[src/rtl/traffic_pkg.sv]
// Shared lamp encodings and sensor FSM state type for the highway/farm traffic-light blocks.
package traffic_pkg;
  localparam logic [2:0] LIGHT_GREEN  = 3'b001;
  localparam logic [2:0] LIGHT_YELLOW = 3'b010;
  localparam logic [2:0] LIGHT_RED    = 3'b100;

  typedef enum logic [1:0] {IDLE, DETECT, REQUEST, SERVED} sensor_state_e;
endpackage

[src/rtl/farm_sensor_request_if.sv]
// Sensor/lamp inputs and request/status outputs of the farm-road vehicle detector.
interface farm_sensor_request_if;
  logic       sensor_raw;
  logic [2:0] farm_light;
  logic       C;
  logic [3:0] waiting_cnt;
  logic [7:0] wait_s;
  logic       urgent;

  modport master (output sensor_raw, farm_light, input C, waiting_cnt, wait_s, urgent);
  modport slave  (input sensor_raw, farm_light, output C, waiting_cnt, wait_s, urgent);
endinterface

[src/rtl/sensor_debounce.sv]
// Two-flop synchronizer plus stable-count debounce; deb_rise pulses with the cycle deb first reads 1.
module sensor_debounce #(
  parameter int DEBOUNCE_CYC = 500_000
) (
  input  logic clk,
  input  logic rst,
  input  logic raw,
  output logic deb,
  output logic deb_rise
);
  localparam int CNT_W = $clog2(DEBOUNCE_CYC + 1);
  localparam logic [CNT_W-1:0] CNT_LAST = CNT_W'(DEBOUNCE_CYC - 1);

  logic [1:0]       sync_q, sync_d;
  logic [CNT_W-1:0] cnt_q, cnt_d;
  logic             deb_q, deb_d;
  logic             rise_q, rise_d;

  always_comb begin
    sync_d = {sync_q[0], raw};
    cnt_d  = '0;
    deb_d  = deb_q;
    rise_d = 1'b0;
    // The counter only advances while the synced level disagrees; the last mismatch cycle flips deb.
    if (sync_q[1] != deb_q) begin
      if (cnt_q == CNT_LAST) begin
        deb_d  = ~deb_q;
        rise_d = ~deb_q;
      end else begin
        cnt_d = cnt_q + 1'b1;
      end
    end
  end

  always_ff @(posedge clk) begin
    if (rst) begin
      sync_q <= '0;
      cnt_q  <= '0;
      deb_q  <= 1'b0;
      rise_q <= 1'b0;
    end else begin
      sync_q <= sync_d;
      cnt_q  <= cnt_d;
      deb_q  <= deb_d;
      rise_q <= rise_d;
    end
  end

  assign deb      = deb_q;
  assign deb_rise = rise_q;
endmodule

[src/rtl/farm_sensor_request.sv]
// Farm-road vehicle detector: qualifies presence, latches request C until farm green, reports wait status.
module farm_sensor_request
  import traffic_pkg::*;
#(
  parameter int TICK_CYC       = 50_000_000,
  parameter int DEBOUNCE_CYC   = 500_000,
  parameter int MIN_PRESENCE_S = 2,
  parameter int MAX_WAIT_S     = 9
) (
  input logic                  clk,
  input logic                  rst,
  farm_sensor_request_if.slave bus
);
  localparam int TICK_W = (TICK_CYC > 1) ? $clog2(TICK_CYC) : 1;
  localparam logic [TICK_W-1:0] TICK_LAST = TICK_W'(TICK_CYC - 1);
  localparam logic [7:0] PRES_MAX = 8'(MIN_PRESENCE_S);
  localparam logic [7:0] WAIT_MAX = 8'(MAX_WAIT_S);

  function automatic logic [3:0] sat_inc4(input logic [3:0] v);
    return (v == 4'hF) ? v : v + 4'd1;
  endfunction

  function automatic logic [7:0] sat_inc8(input logic [7:0] v);
    return (v == 8'hFF) ? v : v + 8'd1;
  endfunction

  logic deb, deb_rise, green, tick, entered;
  sensor_state_e     state_q, state_d;
  logic [TICK_W-1:0] tick_q, tick_d;
  logic [7:0]        presence_q, presence_d;
  logic [7:0]        wait_q, wait_d;
  logic [3:0]        cnt_q, cnt_d;
  logic              c_q, c_d;
  logic              urgent_q, urgent_d;

  sensor_debounce #(.DEBOUNCE_CYC(DEBOUNCE_CYC)) u_deb (
    .clk      (clk),
    .rst      (rst),
    .raw      (bus.sensor_raw),
    .deb      (deb),
    .deb_rise (deb_rise)
  );

  assign green = (bus.farm_light == LIGHT_GREEN);
  assign tick  = (tick_q == TICK_LAST);

  always_comb begin
    state_d    = state_q;
    presence_d = presence_q;
    wait_d     = wait_q;
    case (state_q)
      IDLE:    if (!green && deb) state_d = DETECT;
      DETECT: begin
        if (green)     state_d = SERVED;
        else if (!deb) state_d = IDLE;
        else if (tick) begin
          if (presence_q + 8'd1 >= PRES_MAX) state_d = REQUEST;
          else                               presence_d = presence_q + 8'd1;
        end
      end
      REQUEST: begin
        if (green)     state_d = SERVED;
        else if (tick) wait_d = sat_inc8(wait_q);
      end
      SERVED:  if (!green) state_d = IDLE;
      default: state_d = IDLE;
    endcase

    entered = (state_d != state_q);
    if (entered) presence_d = '0;
    if (state_d != REQUEST) wait_d = '0;

    // Restarting the tick on DETECT/REQUEST entry makes presence and wait durations exact.
    tick_d = tick ? '0 : tick_q + 1'b1;
    if (entered && (state_d == DETECT || state_d == REQUEST)) tick_d = '0;

    cnt_d = deb_rise ? sat_inc4(cnt_q) : cnt_q;
    if (entered && state_d == SERVED) cnt_d = '0;

    c_d      = (state_d == REQUEST);
    urgent_d = (state_d == REQUEST) && (wait_d >= WAIT_MAX);
  end

  always_ff @(posedge clk) begin
    if (rst) begin
      state_q    <= IDLE;
      tick_q     <= '0;
      presence_q <= '0;
      wait_q     <= '0;
      cnt_q      <= '0;
      c_q        <= 1'b0;
      urgent_q   <= 1'b0;
    end else begin
      state_q    <= state_d;
      tick_q     <= tick_d;
      presence_q <= presence_d;
      wait_q     <= wait_d;
      cnt_q      <= cnt_d;
      c_q        <= c_d;
      urgent_q   <= urgent_d;
    end
  end

  assign bus.C           = c_q;
  assign bus.waiting_cnt = cnt_q;
  assign bus.wait_s      = wait_q;
  assign bus.urgent      = urgent_q;
endmodule

[src/flat_wrapper.sv]
// flat-port wrapper written by rule: the top's interface ports become plain ports
module farm_sensor_request_flat import traffic_pkg::*;
#(
  parameter int TICK_CYC       = 50_000_000,
  parameter int DEBOUNCE_CYC   = 500_000,
  parameter int MIN_PRESENCE_S = 2,
  parameter int MAX_WAIT_S     = 9
)
  (clk, rst, bus_sensor_raw, bus_farm_light, bus_C, bus_waiting_cnt, bus_wait_s, bus_urgent);
  farm_sensor_request_if bus_i ();
  input logic clk;
  input logic rst;
  input wire logic [$bits(bus_i.sensor_raw)-1:0] bus_sensor_raw;
  input wire logic [$bits(bus_i.farm_light)-1:0] bus_farm_light;
  output wire logic [$bits(bus_i.C)-1:0] bus_C;
  output wire logic [$bits(bus_i.waiting_cnt)-1:0] bus_waiting_cnt;
  output wire logic [$bits(bus_i.wait_s)-1:0] bus_wait_s;
  output wire logic [$bits(bus_i.urgent)-1:0] bus_urgent;
  assign bus_i.sensor_raw = bus_sensor_raw;
  assign bus_i.farm_light = bus_farm_light;
  assign bus_C = bus_i.C;
  assign bus_waiting_cnt = bus_i.waiting_cnt;
  assign bus_wait_s = bus_i.wait_s;
  assign bus_urgent = bus_i.urgent;
  farm_sensor_request #(.TICK_CYC(TICK_CYC), .DEBOUNCE_CYC(DEBOUNCE_CYC), .MIN_PRESENCE_S(MIN_PRESENCE_S), .MAX_WAIT_S(MAX_WAIT_S)) u_core (.clk(clk), .rst(rst), .bus(bus_i));
endmodule
[config.mk]
export PLATFORM = sky130hd
export DESIGN_NAME = farm_sensor_request_flat
export DESIGN_NICKNAME = d
export VERILOG_FILES = /design/src/rtl/traffic_pkg.sv /design/src/rtl/farm_sensor_request_if.sv /design/src/rtl/sensor_debounce.sv /design/src/rtl/farm_sensor_request.sv /design/src/flat_wrapper.sv
export SDC_FILE = /design/constraint.sdc
export NUM_CORES = 1
export LEC_CHECK = 0
export ABC_AREA = 1
export CAP_MARGIN = 5
export CELL_PAD_IN_SITES_DETAIL_PLACEMENT = 0
export CELL_PAD_IN_SITES_GLOBAL_PLACEMENT = 2
export CORE_ASPECT_RATIO = 0.75
export CORE_MARGIN = 2
export CORE_UTILIZATION = 35
export DETAILED_ROUTE_END_ITERATION = 16
export PLACE_DENSITY_LB_ADDON = 0.3
export SLEW_MARGIN = 20
export SYNTH_ARGS = -nofsm -noshare
export SYNTH_HDL_FRONTEND = slang
export SYNTH_HIERARCHICAL = 1
export SYNTH_SLANG_ARGS = --single-unit
[constraint.sdc]
create_clock -name clk -period 4.63 [get_ports clk]
set_clock_uncertainty 0.15 [all_clocks]
set_input_delay 0.6945 -clock clk [delete_from_list [all_inputs] [get_ports clk]]
set_output_delay 0.6945 -clock clk [all_outputs]
set_load 0.005 [all_outputs]
==> flow_metrics.env <==
export IMPL_min_path_type="reg2reg"
export IMPL_drv_cap=0
export IMPL_antenna_found_initial=0
export IMPL_combPwrFrac_pct=5.4
export IMPL_clkSinkCount=73
export IMPL_grt_pass1_vias=3068
export IMPL_swShare_pct=22.5
export IMPL_setup_tns_ps=0
export IMPL_drive_above_1_share_pct=14.9
export IMPL_syn2layout_area_growth_pct=15.5
export IMPL_cts_tree="done"
export IMPL_hold_viol=0
export IMPL_relSlewSlack_pct=45.2
export IMPL_status="completed"
export IMPL_synth_compound_area_share_pct=2.60
export IMPL_synth_area_per_cell_sq_um=7.32
export IMPL_ys_ff_latch=73
export IMPL_die_area_sq_mm=0.0123
export IMPL_ys_flop_type="dfxtp_1"
export IMPL_start_util_pct=36.3
export IMPL_synth_area_top_cells="dfxtp_1, nand2_1, nor2_1, inv_1, nand3_1"
export IMPL_rsz0062_at_grt="false"
export IMPL_seq_power_share_pct=44.0
export IMPL_via_per_inst=4.54
export IMPL_vias=3248
export IMPL_dieWidth_microns=127
export IMPL_diodes=0
export IMPL_intPower_uw=1130
export IMPL_ys_async_sr_fraction_pct=0
export IMPL_ctsHoldBuffers=0
export IMPL_post_cts_resized=0
export IMPL_powerDensity_mw_per_mm2=316
export IMPL_postSynthCellCount=546
export IMPL_netlist_area_leader_share_pct=36.6
export IMPL_pre_cts_ws_ps=1420
export IMPL_fp_row_count=33
export IMPL_drc_errors=0
export IMPL_port_buffers=19
export IMPL_cp_required_ps=4730
export IMPL_core_area_sq_mm=0.0110
export IMPL_grt_max_degree=27
export IMPL_clkPwrFrac_pct=50.6
export IMPL_leakagePower_uw=0.00171
export IMPL_post_route_worst_setup_slack_ps=1790
export IMPL_clockBufferDepth=2
export IMPL_clk_pin_slew_ps=60
export IMPL_track_usage_pct=14.9
export IMPL_hold_slack_ps=249
export IMPL_critPathMaxFanout=8
export IMPL_max_clock_freq_mhz=352
export IMPL_htree_levels=3
export IMPL_switchingPower_uw=328
export IMPL_die_y_microns=96.5
export IMPL_tightest_slew_ps=819
export IMPL_critPathLaunchType="primary input"
export IMPL_final_util_pct=41.9
export IMPL_wire_per_inst_microns=11.4
export IMPL_ant_nets=0
export IMPL_num_io_pins=20
export IMPL_grt_pass1_wl_microns=14500
export IMPL_synth_area_sq_mm=0.00400
export IMPL_worst_ep_arrival_time_ps=2940
export IMPL_synthXorXnorAreaFrac_pct=7.67
export IMPL_cp_end_kind="register"
export IMPL_syn_nets=560
export IMPL_drt_iter0_markers=195
export IMPL_timing_final_crit_share_pct=61.4
export IMPL_dr_pass1_iters=4
export IMPL_overflow=0
export IMPL_insertion_delay_ps=330
export IMPL_synth_mux_area_share_pct=0.250
export IMPL_post_cts_buffers=0
export IMPL_gp_congestion=0.761
export IMPL_hpwlAfterDp_microns=6100
export IMPL_ir_worst_vdd_uv=162
export IMPL_fin_area_sq_mm=0.00461
export IMPL_setup_viol=0
export IMPL_place_area_sq_mm=0.00430
export IMPL_synth_enable_flop_cells=0
export IMPL_yosys_warnings=6
export IMPL_synth_fa_ha_area_share_pct=2.50
export IMPL_cts_root_buffer="clkbuf_16"
export IMPL_ys_seq_area_share_pct=36.6
export IMPL_critPathKind="in2reg"
export IMPL_cts_buffers_inserted=9
export IMPL_synth_top_family_by_area="simple AND/OR/NAND/NOR gates"
export IMPL_yosysTopAreaCell="dfxtp_1"
export IMPL_nNetsFinal=585
export IMPL_slew_violations=0
export IMPL_wl_microns=8160
export IMPL_min_period_ps=2840
export IMPL_synthSimpleGateAreaFrac_pct=41.9
export IMPL_synthDistinctLibCells=32
-- per-layer routing --
| metal | wire (microns) | vias to the layer above | track usage (%) | part of all wire, % |
|---|---|---|---|---|
| met1 | 4450 | 1457 | 21.3 | 54 |
| li1 | - | 1744 | - | - |
| met3 | 285 | 7 | 3.85 | 3.5 |
| met2 | 3340 | 40 | 21.7 | 41 |
| met5 | 0 | - | 0 | 0 |
| met4 | 86 | 0 | 5.59 | 1.1 |
-- worst paths after layout --
path	start	end	slack, ps	depth (start not counted)
setup / recovery	bus_farm_light[0]	u_core/bus.urgent	1790	16
hold / removal	u_core/u_deb/sync_q[0]	u_core/u_deb/sync_q[1]	250	2
setup reg to reg	u_core/tick_q[0]	u_core/tick_q[6]	1810	14
hold reg to reg	u_core/u_deb/sync_q[0]	u_core/u_deb/sync_q[1]	250	2
-- power groups by stage --
stage / clock network (uW) / logic [uW] / registers [uW]
floorplan: 0 / 65.5 / 654
detailed placement: 0 / 80.0 / 655
global placement: 0 / 78.8 / 655
CTS: 763 / 80.4 / 641
global route: 789 / 88.4 / 642
finish: 738 / 78.5 / 641
-- synthesized netlist by cell type, types with 10 or more instances --
cell type	number
dfxtp_1	73
nand2_1	114
xor2_1	21
nor3_1	12
nor2_4	15
nand3_1	44
xnor2_1	14
a21oi_1	10
inv_1	72
nor2_1	84
nor2_2	27
-- placed cells by master (no fill, tap or decap), types with 7 or more instances in the layout --
cell type,count
nor2_2,27
clkbuf_16,9
inv_1,72
nor2_4,15
nand4_1,8
dfxtp_1,73
nand3_1,44
xnor2_1,14
a21oi_1,10
ha_1,8
clkdlybuf4s50_1,19
nand3_2,7
nor2_1,84
nor3_1,12
nand2_1,114
xor2_1,21
-- stage by stage --
step	power [uW]	cells
after floorplan	719	546
after global placement	734	700
after detailed placement	735	700
after CTS	1480	716
after global routing	1520	716
final	1460	716
-- critical path: stages --
cell             delay (ps)
clkdlybuf4s50_1         450
inv_1                    30
nor3_1                  240
inv_1                   160
nand2_1                  90
inv_1                    60
nand2_1                  80
nand2_1                  60
nor2_1                  140
ha_1                    370
inv_1                    90
a21oi_1                 110
o21ai_0                 120
nand2_1                  70
nor2_1                   40
a21oi_1                 120
-- flip-flops by register name, summed over array words and instances, names as in the netlist, 2 cells and up --
signal	cells
u_core/tick_q	26
u_core/u_deb/cnt_q	19
u_core/bus.wait_s	8
u_core/presence_q	8
u_core/bus.waiting_cnt	4
u_core/state_q	2
u_core/u_deb/sync_q	2
-- logic make-up after synthesis --
group           after synthesis
flops                        73
buf+inv                      80
mux                           1
compound gates               18
fa+ha+maj                     8
xor+xnor                     35
simple gates                331
-- area by class of cell --
class	instances	area, sq um
Multi-Input combinational cell	393	2190
Fill cell	1172	6410
Timing Repair Buffer	19	190
Clock buffer	10	229
Tap cell	140	175
Clock inverter	6	82.6
Sequential cell	73	1460
Inverter	75	282
No activity file was read; power rests on OpenSTA's default activity.
